[config.mk]
export PLATFORM = sky130hd
export DESIGN_NAME = vid_sync_out
export DESIGN_NICKNAME = d
export VERILOG_FILES = /design/src/rtl/vid_sync_out.sv
export SDC_FILE = /design/constraint.sdc
export NUM_CORES = 1
export LEC_CHECK = 0
export ABC_CLOCK_PERIOD_IN_PS = 2800
export CORE_UTILIZATION = 58
export DETAILED_ROUTE_END_ITERATION = 16
export PLACE_DENSITY = 0.78
export SETUP_SLACK_MARGIN = 0.02
export SYNTH_ARGS = -nofsm -noshare
export SYNTH_HDL_FRONTEND = slang
export SYNTH_SLANG_ARGS = --single-unit
[constraint.sdc]
create_clock -name clk -period 2.8 [get_ports clk]
set_input_delay 0.42 -clock clk [delete_from_list [all_inputs] [get_ports clk]]
set_output_delay 0.42 -clock clk [all_outputs]
set_load 0.02 [all_outputs]
[src/rtl/vid_sync_out.sv]
// Video output stage: registers pixel/blank and places hsync/vsync pulses
// inside the blanking intervals using porch/width counters.
module vid_sync_out #(
  parameter int HFP  = 1,
  parameter int HSW  = 1,
  parameter int VFP  = 0,
  parameter int VSW  = 1,
  parameter int HPOL = 0,
  parameter int VPOL = 0,
  parameter int CW   = 8
) (
  input  logic clk,
  input  logic rst,
  input  logic pixel_in,
  input  logic hblank_in,
  input  logic vblank_in,
  output logic pixel_out,
  output logic blank_out,
  output logic hsync_out,
  output logic vsync_out,
  output logic frame_start,
  output logic sync_trunc
);
  typedef enum logic [1:0] {H_ACT, H_FP, H_SYNC, H_BP} hst_t;
  typedef enum logic [1:0] {V_ACT, V_FP, V_SYNC, V_BP} vst_t;

  localparam logic [CW:0] ONE   = (CW+1)'(1);
  localparam logic [CW:0] HFP_W = (CW+1)'(HFP);
  localparam logic [CW:0] HEND  = (CW+1)'(HFP + HSW);
  localparam logic [CW:0] VFP_W = (CW+1)'(VFP);
  localparam logic [CW:0] VEND  = (CW+1)'(VFP + VSW);
  localparam logic        HACT  = 1'(HPOL);
  localparam logic        VACT  = 1'(VPOL);

  hst_t          hst_q, hst_d;
  vst_t          vst_q, vst_d;
  logic [CW-1:0] hcnt_q, hcnt_d, vline_q, vline_d;
  logic          hb_q, vb_q, pend_q, pend_d;
  logic          pixel_q, pixel_d, blank_q, blank_d;
  logic          hsync_q, hsync_d, vsync_q, vsync_d;
  logic          fs_q, fs_d, trunc_q, trunc_d;

  // Vertical phase is a pure function of the line number within vblank.
  function automatic vst_t vphase(input logic [CW-1:0] line);
    logic [CW:0] l;
    l = {1'b0, line};
    if (l + ONE <= VFP_W) return V_FP;
    else if (l < VEND)    return V_SYNC;
    else                  return V_BP;
  endfunction

  always_ff @(posedge clk or posedge rst) begin
    if (rst) begin
      hst_q   <= H_ACT;
      vst_q   <= V_ACT;
      hcnt_q  <= '0;
      vline_q <= '0;
      hb_q    <= 1'b1;
      vb_q    <= 1'b1;
      pend_q  <= 1'b0;
      pixel_q <= 1'b0;
      blank_q <= 1'b1;
      hsync_q <= ~HACT;
      vsync_q <= ~VACT;
      fs_q    <= 1'b0;
      trunc_q <= 1'b0;
    end else begin
      hst_q   <= hst_d;
      vst_q   <= vst_d;
      hcnt_q  <= hcnt_d;
      vline_q <= vline_d;
      hb_q    <= hblank_in;
      vb_q    <= vblank_in;
      pend_q  <= pend_d;
      pixel_q <= pixel_d;
      blank_q <= blank_d;
      hsync_q <= hsync_d;
      vsync_q <= vsync_d;
      fs_q    <= fs_d;
      trunc_q <= trunc_d;
    end
  end

  always_comb begin
    hst_d   = hst_q;
    vst_d   = vst_q;
    hcnt_d  = hcnt_q;
    vline_d = vline_q;
    pend_d  = pend_q;
    trunc_d = trunc_q;
    fs_d    = 1'b0;

    // Horizontal: only a real hblank rising edge (hb_q=0) starts sequencing.
    if (!hblank_in) begin
      hst_d  = H_ACT;
      hcnt_d = '0;
      if (hst_q == H_SYNC && ({1'b0, hcnt_q} + ONE < HEND)) trunc_d = 1'b1;
    end else if (!hb_q) begin
      hcnt_d = '0;
      hst_d  = (HFP == 0) ? H_SYNC : H_FP;
    end else if (hst_q != H_ACT) begin
      hcnt_d = (hcnt_q == '1) ? hcnt_q : hcnt_q + CW'(1);
      case (hst_q)
        H_FP:    if ({1'b0, hcnt_d} == HFP_W) hst_d = H_SYNC;
        H_SYNC:  if ({1'b0, hcnt_d} == HEND)  hst_d = H_BP;
        default: ;
      endcase
    end

    // Vertical: line counter advances on hblank falling edges inside vblank.
    if (!vblank_in) begin
      vst_d   = V_ACT;
      vline_d = '0;
      if (vst_q == V_SYNC && ({1'b0, vline_q} + ONE < VEND)) trunc_d = 1'b1;
    end else if (!vb_q) begin
      vline_d = '0;
      vst_d   = vphase('0);
    end else if (vst_q != V_ACT) begin
      if (hb_q && !hblank_in && vline_q != '1) vline_d = vline_q + CW'(1);
      vst_d = vphase(vline_d);
    end

    // Frame start waits for the first cycle with both blanks low.
    if (vblank_in)  pend_d = 1'b0;
    else if (vb_q)  pend_d = 1'b1;
    if (pend_d && !vblank_in && !hblank_in) begin
      fs_d   = 1'b1;
      pend_d = 1'b0;
    end

    pixel_d = pixel_in & ~hblank_in & ~vblank_in;
    blank_d = hblank_in | vblank_in;
    hsync_d = (hst_d == H_SYNC) ? HACT : ~HACT;
    vsync_d = (vst_d == V_SYNC) ? VACT : ~VACT;
  end

  assign pixel_out   = pixel_q;
  assign blank_out   = blank_q;
  assign hsync_out   = hsync_q;
  assign vsync_out   = vsync_q;
  assign frame_start = fs_q;
  assign sync_trunc  = trunc_q;
endmodule
== After elaboration in Yosys (flattened, before gate mapping) ==
Cells that the tools add are included.
Operators by class
  $add $sub $neg: 5
  multipliers: 0
  divide/modulo/power cells: 0
  order comparisons: 4
  equal/unequal tests: 11
  shift-type cells: 0
  muxes and demuxes: 32
  bitwise gates (word level): 5
  reduce and logical (&&, ||, !) cells: 10
Operators by type and width (count)
  $mux W8: 11
  $add A8 B1 Y9 const B: 3
  $mux W2: 9
  $add A8 B1 Y8 const B: 2
  $mux W1: 11
  $le A9 B1 Y1 const B: 1
  $lt A9 B1 Y1 const B: 1
  $lt A9 B2 Y1 const B: 1
  $eq A2 B2 Y1 const B: 4
  $eq A8 B1 Y1 const B: 1
  $eq A8 B2 Y1 const B: 1
  $eq A8 B8 Y1 const B: 1
  $lt A8 B1 Y1 const B: 1
  $ne A8 B8 Y1 const B: 1
  $logic_and A1 B1 Y1: 6
  $ne A3 B2 Y1 const B: 2
  $pmux W2 S2: 1
  $reduce_bool A2 Y1: 2
  $and A1 B1 Y1: 2
  $eq A2 B1 Y1 const B: 1
  $logic_not A1 Y1: 2
  $not A1 Y1: 2
  $or A1 B1 Y1: 1
Word-level totals
  register bits: 29
  bits in latches: 0
  memory bits (writable): 0
  ROM bits: 0
  logic and storage cells: 80
  memories kept: 0

== Depth between registers and ports, before layout ==
Gate-level depths: netlist (run 1).
  word-level depth: 15
  mapped depth: 7

== Worst setup path after synthesis (run 1) ==
No wires, ideal clock.
  path kind: register to register
  from: register hst_q[1]
  to: register hst_q[0]
  setup time: 0.129 ns
  data arrival time: 1.612 ns
  required time: 2.671 ns
  path slack: 1.059 ns
  cell stages (with the launch flop): 8
  period minus slack after synthesis: 1.741 ns
  path through: dfrtp_1 inv_1 ha_1 nor2b_1 mux2i_1 nand4_1 a211oi_1 nor2b_1
On the way
  word-level cells in the longest chain between the ends: 5
  elaborated cells on any way between the ends: 7
  classes of those cells: eq/ne: 2; mux: 4; reduce/logical: 1
RTL lines
  start, declared: line 35  | hst_t hst_q, hst_d;
  start signal, assigned: line 68  | hst_q <= hst_d;
  $eq A2 B2 Y1 / $eq A2 B1 Y1 (equally long branches): line 103  | case (hst_q)
  $pmux W2 S2: line 103
  $mux W2 (*): line 101  | end else if (hst_q != H_ACT) begin
  $mux W2 (*): line 98  | end else if (!hb_q) begin
  $mux W2 (*): line 94  | if (!hblank_in) begin
  net hst_d[0]: line 35
Mark *: on every way through the listed nets, which the timed path passes. The rest lies on a longest branch.
A chain may end at the register's enable or synchronous reset.

== Worst setup path in the final report (run 1) ==
  from: register hst_q[1]
  to: register hsync_q, in the netlist hsync_out
On the way
  word-level cells in the longest chain between the ends: 7
  elaborated cells on any way between the ends: 11
  classes of those cells: eq/ne: 3; mux: 7; reduce/logical: 1
RTL lines
  $eq A2 B2 Y1 (tied with other cells): line 103
  $pmux W2 S2: line 103
  $mux W2 (*): line 101
  $mux W2 (*): line 98
  $mux W2 (*): line 94
  $eq A2 B2 Y1 (*): line 133  | hsync_d = (hst_d == H_SYNC) ? HACT : ~HACT;
  $mux W1 (*): line 133
  net hsync_d: line 40  | logic hsync_q, hsync_d, vsync_q, vsync_d;
  end signal, assigned: line 63  | hsync_q <= ~HACT;
  end signal, assigned: line 77  | hsync_q <= hsync_d;
  end, declared: line 40
Marks and branches as above.

==> results.yml, run 1 <==
run_status:
  run_status: "completed"
clock_network:
  cts.repair.resized: 0
  cts-hold-fix-buffers: 0
  tritoncts.num_buffers: 5
  htree_levels: 2
  tritoncts: "built"
  cell_chosen_for_the_clock_root: "clkbuf_4"
  cts.sinks: 29
  clk-insertion-delay-late_ns: 0.32
  postCtsSetupRepairBufs: 0
  clock_slew_at_the_register_clock_pins_of_the_worst_setup_and_hold_paths_ns: 0.09
  cts_max_path_buffers: 2
floorplan:
  area_of_the_core_um2: 2730
  die_area_um2: 3090
  die_height_um: 55.6
  num_rows: 19
  initial_core_util_pct: 60.9
  die_width_um: 55.6
  boundaryPins: 11
placed_design:
  detailed_place_hpwl_um: 2300
  place_ws_ns: 0.637
  io_buffers: 10
  weighted_congestion_reported_at_the_end_of_routability_driven_placement: 0.920
power:
  total_power_w: 0.000785
  power.sequential.fraction_pct: 56.9
  power.density_cell_area_nw_per_um2: 426
  power.ir.vdd_worst_v: 0.000350
  power.switching_fraction_pct: 26.6
  p_int_w: 0.000576
  power_switching_w: 0.000209
  power.leakage_nw: 0.782
  power.share.clock_pct: 30.1
  share_comb_of_total_power_pct: 13.1
yosys:
  synthesis.nets: 190
  synth.top_cells.by_count: "24 x dfrtp_1, 23 x nor2_1, 14 x nand2_1, 9 x nor2b_1"
  ys_async_sr_fraction_pct: 100
  synth_top_area_cell: "dfrtp_1"
  yosys_cell_types: 44
  synth_ff_type: "dfrtp_1"
  synth-warning-count: 0
  dominant_cell_by_count_in_the_synthesized_netlist: "dfrtp_1"
  mappedNetlistArea_um2: 1670
  yosys-top-cells-area: "dfrtp_1 36%, dfstp_2 7.9%, nor2_1 5.2%"
  synth_top_area_share_pct: 36.1
  synth-seq-area-share_pct: 44.0
  synthesis.instances: 179
  ys_seq_elements: 29
  avgSynthCellArea_um2: 9.30
  post_synth_edffs: 0
timing:
  final_period_minus_worst_setup_slack_ns: 2.08
  worst_hold_slack_after_final_layout_ns: 0.452
  finalCritPeriodShare_pct: 74.3
  fin_setup_tns_ns: 0
  tightestPinTransition_ns: 0.446
  slew_viol_final: 0
  layout_setup_ws_ns: 0.720
  timing.clock.skew_ns: 0.00280
  slew-limit-headroom_pct: 70.1
  fmax_mhz: 481
  rsz_0062_raised_after_global_routing: "no"
  timing_hold_violations_final: 0
  final_setup_fails: 0
critical_path:
  critPathCaptureType: "flip-flop"
  crit_path_max_fanout: 8
  slowest_delay_ns: 0.42
  cp_cell_sequence: "inv_1 > ha_1 > nor2b_1 > mux2i_1 > nand4_1 > a211oi_1 > nand2_1"
  cpMaxStageDelayCell: "dfrtp_1"
  worst-setup-path-type: "flip-flop to flip-flop"
  worstPathRequired_ns: 3.03
  kind_of_start_point_of_the_critical_path: "flip-flop"
  worstPathArrival_ns: 2.31
route:
  drcViolationCount: 0
  routed_via_density: 5.98
  detail_route.wl_per_cell_um: 13.9
  vias: 1340
  total_wirelength_um: 3120
  number_of_nets_with_antenna_violations_after_detailed_routing: 0
  first_pass_iteration_count_of_the_detailed_router: 5
  detailedRoute.firstIterationViolations: 74
global_route:
  groute.usage.overall_pct: 23.6
  grt_pass1_wl_um: 5670
  initial_antenna_violation_count: 0
  globalRoute.totalOverflow: 0
  grt_start_max_net_pins: 30
  grt_pass1_vias: 1290
cells_and_area:
  nFillCells: 226
  area.sequential_um2: 732
  area.growth.synth_to_final_pct: 10.5
  post_route_cells_drive_above_1_share_pct: 8.29
  multi_input_area_um2: 888
  final_nets: 203
  num_antenna_cells: 0
job:
  drv_cap: 0
worst_hold_path:
  timing.hold.worst.class: "input pin to async pin"
per-layer routing:
layer / up-vias / GRT usage, % / wire (um)
met2: 42 / 35.3 / 1430
met1: 625 / 33.1 / 1490
met5: - / 0 / 0
met4: 0 / 8.93 / 43
met3: 5 / 6.28 / 157
li1: 668 / - / -
sequential cells by signal, indices dropped and copies added, names as in the netlist:
name,flops
vsync_out,1
vline_q,8
frame_start,1
pend_q,1
vb_q,1
hst_q,2
vst_q,2
hsync_out,1
sync_trunc,1
pixel_out,1
hb_q,1
blank_out,1
hcnt_q,8
final timing paths:
path / start / endpoint / slack, ns / cells past startpoint
max in group asynchronous: rst / hsync_out / 2.04 / 3
min in group clk: vb_q / vsync_out / 0.48 / 2
worst max register to register: hst_q[1] / hsync_out / 0.72 / 7
worst max-delay path: hst_q[1] / hsync_out / 0.72 / 7
worst min register to register: vb_q / vsync_out / 0.48 / 2
worst min-delay path: rst / vline_q[5] / 0.45 / 3
power by group through the flow:
| stage | Sequential [W] | Combinational (W) | Clock [W] |
|---|---|---|---|
| after floorplan | 0.000463 | 0.0000527 | 0 |
| after global placement | 0.000455 | 0.0000998 | 0 |
| after detailed placement | 0.000455 | 0.000103 | 0 |
| after CTS | 0.000447 | 0.000104 | 0.000246 |
| after global routing | 0.000449 | 0.000113 | 0.000260 |
| final | 0.000446 | 0.000103 | 0.000236 |
cells in the final DEF (no fill, tap or decap), types with 2 or more instances in the layout:
cell / n
dfrtp_1: 24
nor2_1: 23
nand2_1: 14
clkdlybuf4s50_1: 10
nor2b_1: 9
inv_1: 6
nand4_1: 6
nand2b_1: 6
ha_1: 6
mux2i_1: 5
nand3_1: 5
xor2_1: 5
nor3_1: 5
and3_1: 5
nor4_1: 5
dfstp_2: 5
clkbuf_4: 5
o21ai_0: 4
a21oi_1: 4
a211oi_1: 4
a21boi_0: 3
and2_1: 2
o2111ai_1: 2
or3_1: 2
a31oi_1: 2
nor3b_1: 2
a21o_1: 2
xnor2_1: 2
clkinv_2: 2
logic make-up after synthesis:
logic type	count (synthesis)	synth area share, %
adders and majority gates	6	4.51
xor gates and xnor gates	7	3.68
AOI/OAI and AO/OA	32	14.2
buffers and inverters	11	2.70
muxes	5	3.01
DFF	29	44.0
and+or+nand+nor	89	27.9
metrics by stage:
stage	instance area (um^2)	instances	util, %
global route	1840	224	67.3
floorplan	1670	179	-
finish	1840	224	67.3
global placement	1790	216	65.4
CTS	1840	224	67.3
detailed placement	1790	216	65.4
critical path: cells and delay by family (launching register included):
| kind | cells | cell delay, ns |
|---|---|---|
| AND/OR/NAND/NOR | 3 | 0.57 |
| flip-flops | 1 | 0.42 |
| AO/OA/AOI/OAI | 1 | 0.35 |
| adder cells (fa/ha/maj) | 1 | 0.29 |
| multiplexers | 1 | 0.29 |
| buffers and inverters | 1 | 0.08 |
area by class of cell:
cell class,instances,share of cell area (%)
repair buffers,11,5.85
well taps,31,2.11
flip-flops and latches,29,39.8
inverters,6,1.22
clock buffers,6,2.24
multi-input cells,139,48.3
clock inverters,2,0.544
(Power assumes the default switching activity.)
==> inputs of run 2 (changes only) <==
--- a/config.mk
+++ b/config.mk
@@ -5,10 +5,10 @@
 export SDC_FILE = /design/constraint.sdc
 export NUM_CORES = 1
 export LEC_CHECK = 0
-export ABC_CLOCK_PERIOD_IN_PS = 2800
-export CORE_UTILIZATION = 58
+export ABC_CLOCK_PERIOD_IN_PS = 1820
+export CORE_UTILIZATION = 52
 export DETAILED_ROUTE_END_ITERATION = 16
-export PLACE_DENSITY = 0.78
+export PLACE_DENSITY = 0.74
 export SETUP_SLACK_MARGIN = 0.02
 export SYNTH_ARGS = -nofsm -noshare
 export SYNTH_HDL_FRONTEND = slang
==> constraint.sdc (replaced) <==
create_clock -name clk -period 1.82 [get_ports clk]
set_input_delay 0.273 -clock clk [delete_from_list [all_inputs] [get_ports clk]]
set_output_delay 0.273 -clock clk [all_outputs]
set_load 0.02 [all_outputs]
==> results.yml, run 2 (synthesized netlist as in run 1, its figures left out) <==
clock_network:
  htree_levels: 2
  clk-insertion-delay-late_ns: 0.33
  cell_chosen_for_the_clock_root: "clkbuf_4"
  cts.sinks: 29
  cts_max_path_buffers: 2
  tritoncts.num_buffers: 5
  tritoncts: "built"
  clock_slew_at_the_register_clock_pins_of_the_worst_setup_and_hold_paths_ns: 0.09
worst_hold_path:
  timing.hold.worst.class: "input pin to async pin"
critical_path:
  worst-setup-path-type: "flip-flop to flip-flop"
  worstPathArrival_ns: 2.00
  cpMaxStageDelayCell: "dfrtp_1"
  critPathCaptureType: "flip-flop"
  worstPathRequired_ns: 2.09
  worstReg2RegStart: "hcnt_q[1]"
  critPathLaunch: "hcnt_q[1]"
  slowest_delay_ns: 0.43
  crit_path_max_fanout: 6
  cp_cell_sequence: "ha_1 > a21boi_1 > a21o_1 > nand2_1 > nor4b_1 > a211o_1"
  kind_of_start_point_of_the_critical_path: "flip-flop"
timing:
  fin_setup_tns_ns: 0
  timing_hold_violations_final: 0
  finalCritPeriodShare_pct: 94.8
  tightestPinTransition_ns: 0.422
  slew-limit-headroom_pct: 71.5
  final_period_minus_worst_setup_slack_ns: 1.73
  final_setup_fails: 0
  layout_setup_ws_ns: 0.0945
  timing.clock.skew_ns: 0.00696
  fmax_mhz: 580
  slew_viol_final: 0
global_route:
  met2_usage_pct: 40.1
  groute.usage.overall_pct: 23.3
  global_route.usage.met1_pct: 28.6
  initial_antenna_violation_count: 0
  globalRoute.totalOverflow: 0
  grt_busiest_layer: "met2"
  global_route.usage.met3_pct: 5.27
  grt_pass1_wl_um: 5960
  grt_start_max_net_pins: 18
  grt_pass1_vias: 1398
power:
  power.leakage_nw: 0.892
  power.density_cell_area_nw_per_um2: 682
  power.ir.vdd_worst_v: 0.000430
route:
  number_of_nets_with_antenna_violations_after_detailed_routing: 0
  routed_via_density: 5.76
  first_pass_iteration_count_of_the_detailed_router: 4
  detailedRoute.firstIterationViolations: 75
  vias: 1464
  drcViolationCount: 0
  detail_route.wl_per_cell_um: 14.0
  total_wirelength_um: 3550
placed_design:
  place_ws_ns: -0.0318
  io_buffers: 10
  weighted_congestion_reported_at_the_end_of_routability_driven_placement: 0.971
  detailed_place_hpwl_um: 2610
  placement.cell_area_um2: 1920
  place_inst: 244
floorplan:
  num_rows: 20
  die_area_um2: 3430
  die_width_um: 58.6
  area_of_the_core_um2: 3050
  boundaryPins: 11
  die_height_um: 58.6
  initial_core_util_pct: 54.5
cells_and_area:
  reg_top3: "hcnt_q: 8 flops, vline_q: 8 flops"
  final_cell_mix: "24 x dfrtp_1, 23 x nor2_1, 18 x buf_4"
  finish.utilization_pct: 68.8
  final_nets: 220
  stdcell_area_um2: 2100
  final_cells: 254
  layout_commonest_cell: "dfrtp_1"
  num_antenna_cells: 0
  post_route_cells_drive_above_1_share_pct: 21.9
  area.sequential_um2: 732
  nFillCells: 254
  multi_input_area_um2: 970
  area.growth.synth_to_final_pct: 26.1
run_status:
  run_status: "completed"
job:
  drv_cap: 0
[run 2: cell count changes in the layout (fill, tap and decap cells not counted), sizes merged]
| cell | change |
|---|---|
| buf | +17 |
| bufinv | +1 |
| clkbuf | +1 |
| clkinv | -2 |
[run 2: per-layer routing]
layer / routed length, um / share of wire, %
met1: 1530 / 43
met2: 1770 / 50
met3: 162 / 4.6
met4: 87 / 2.5
met5: 0 / 0
[run 2: worst max-delay path, delay by kind of cell (launching register included)]
family / cells / cell delay [ns]
adder cells (fa/ha/maj): 1 / 0.27
AND/OR/NAND/NOR: 2 / 0.43
flip-flops: 1 / 0.43
AO/OA/AOI/OAI: 3 / 0.55
[run 2: power by group]
part	switching, W	total, W	leakage (nW)	internal (W)
Sequential	0.0000176	0.000689	0.382	0.000671
Combinational	0.000106	0.000203	0.465	0.0000968
Clock	0.000212	0.000540	0.0455	0.000328
[run 2: worst paths after layout]
kind / endpoint / slack (ns) / cells past startpoint
max in group asynchronous: hsync_out / 1.29 / 3
min in group clk: pixel_out / 0.47 / 3
max: sync_trunc / 0.09 / 6
min reg2reg: frame_start / 0.49 / 2
max reg2reg: sync_trunc / 0.09 / 6
min: vst_q[1] / 0.25 / 3
[run 2: what timing repair did]
action                                  4_1_cts  5_1_grt
hold buffers                                  0        0
endpoints found under the setup margin        2        5
resized for setup                             1       15
buffers inserted                              0        2
pin swaps                                     0        2
[run 2: cell type report]
type                            count  area share [%]
Clock buffer                        7            2.62
Tap cell                           44            2.62
Sequential cell                    29            34.9
Timing Repair Buffer               28            11.2
Clock inverter                      1            1.43
Inverter                            6            1.07
Multi-Input combinational cell    139            46.2
[run 2: per-stage QoR]
stage / total power [W] / hold WS, ns
6_report: 0.00143 / 0.250
5_1_grt: 0.00149 / 0.276
4_1_cts: 0.00144 / 0.249
3_5_place_dp: 0.000887 / 0.469
3_3_place_gp: 0.000880 / 0.471
2_1_floorplan: 0.000794 / 0.277
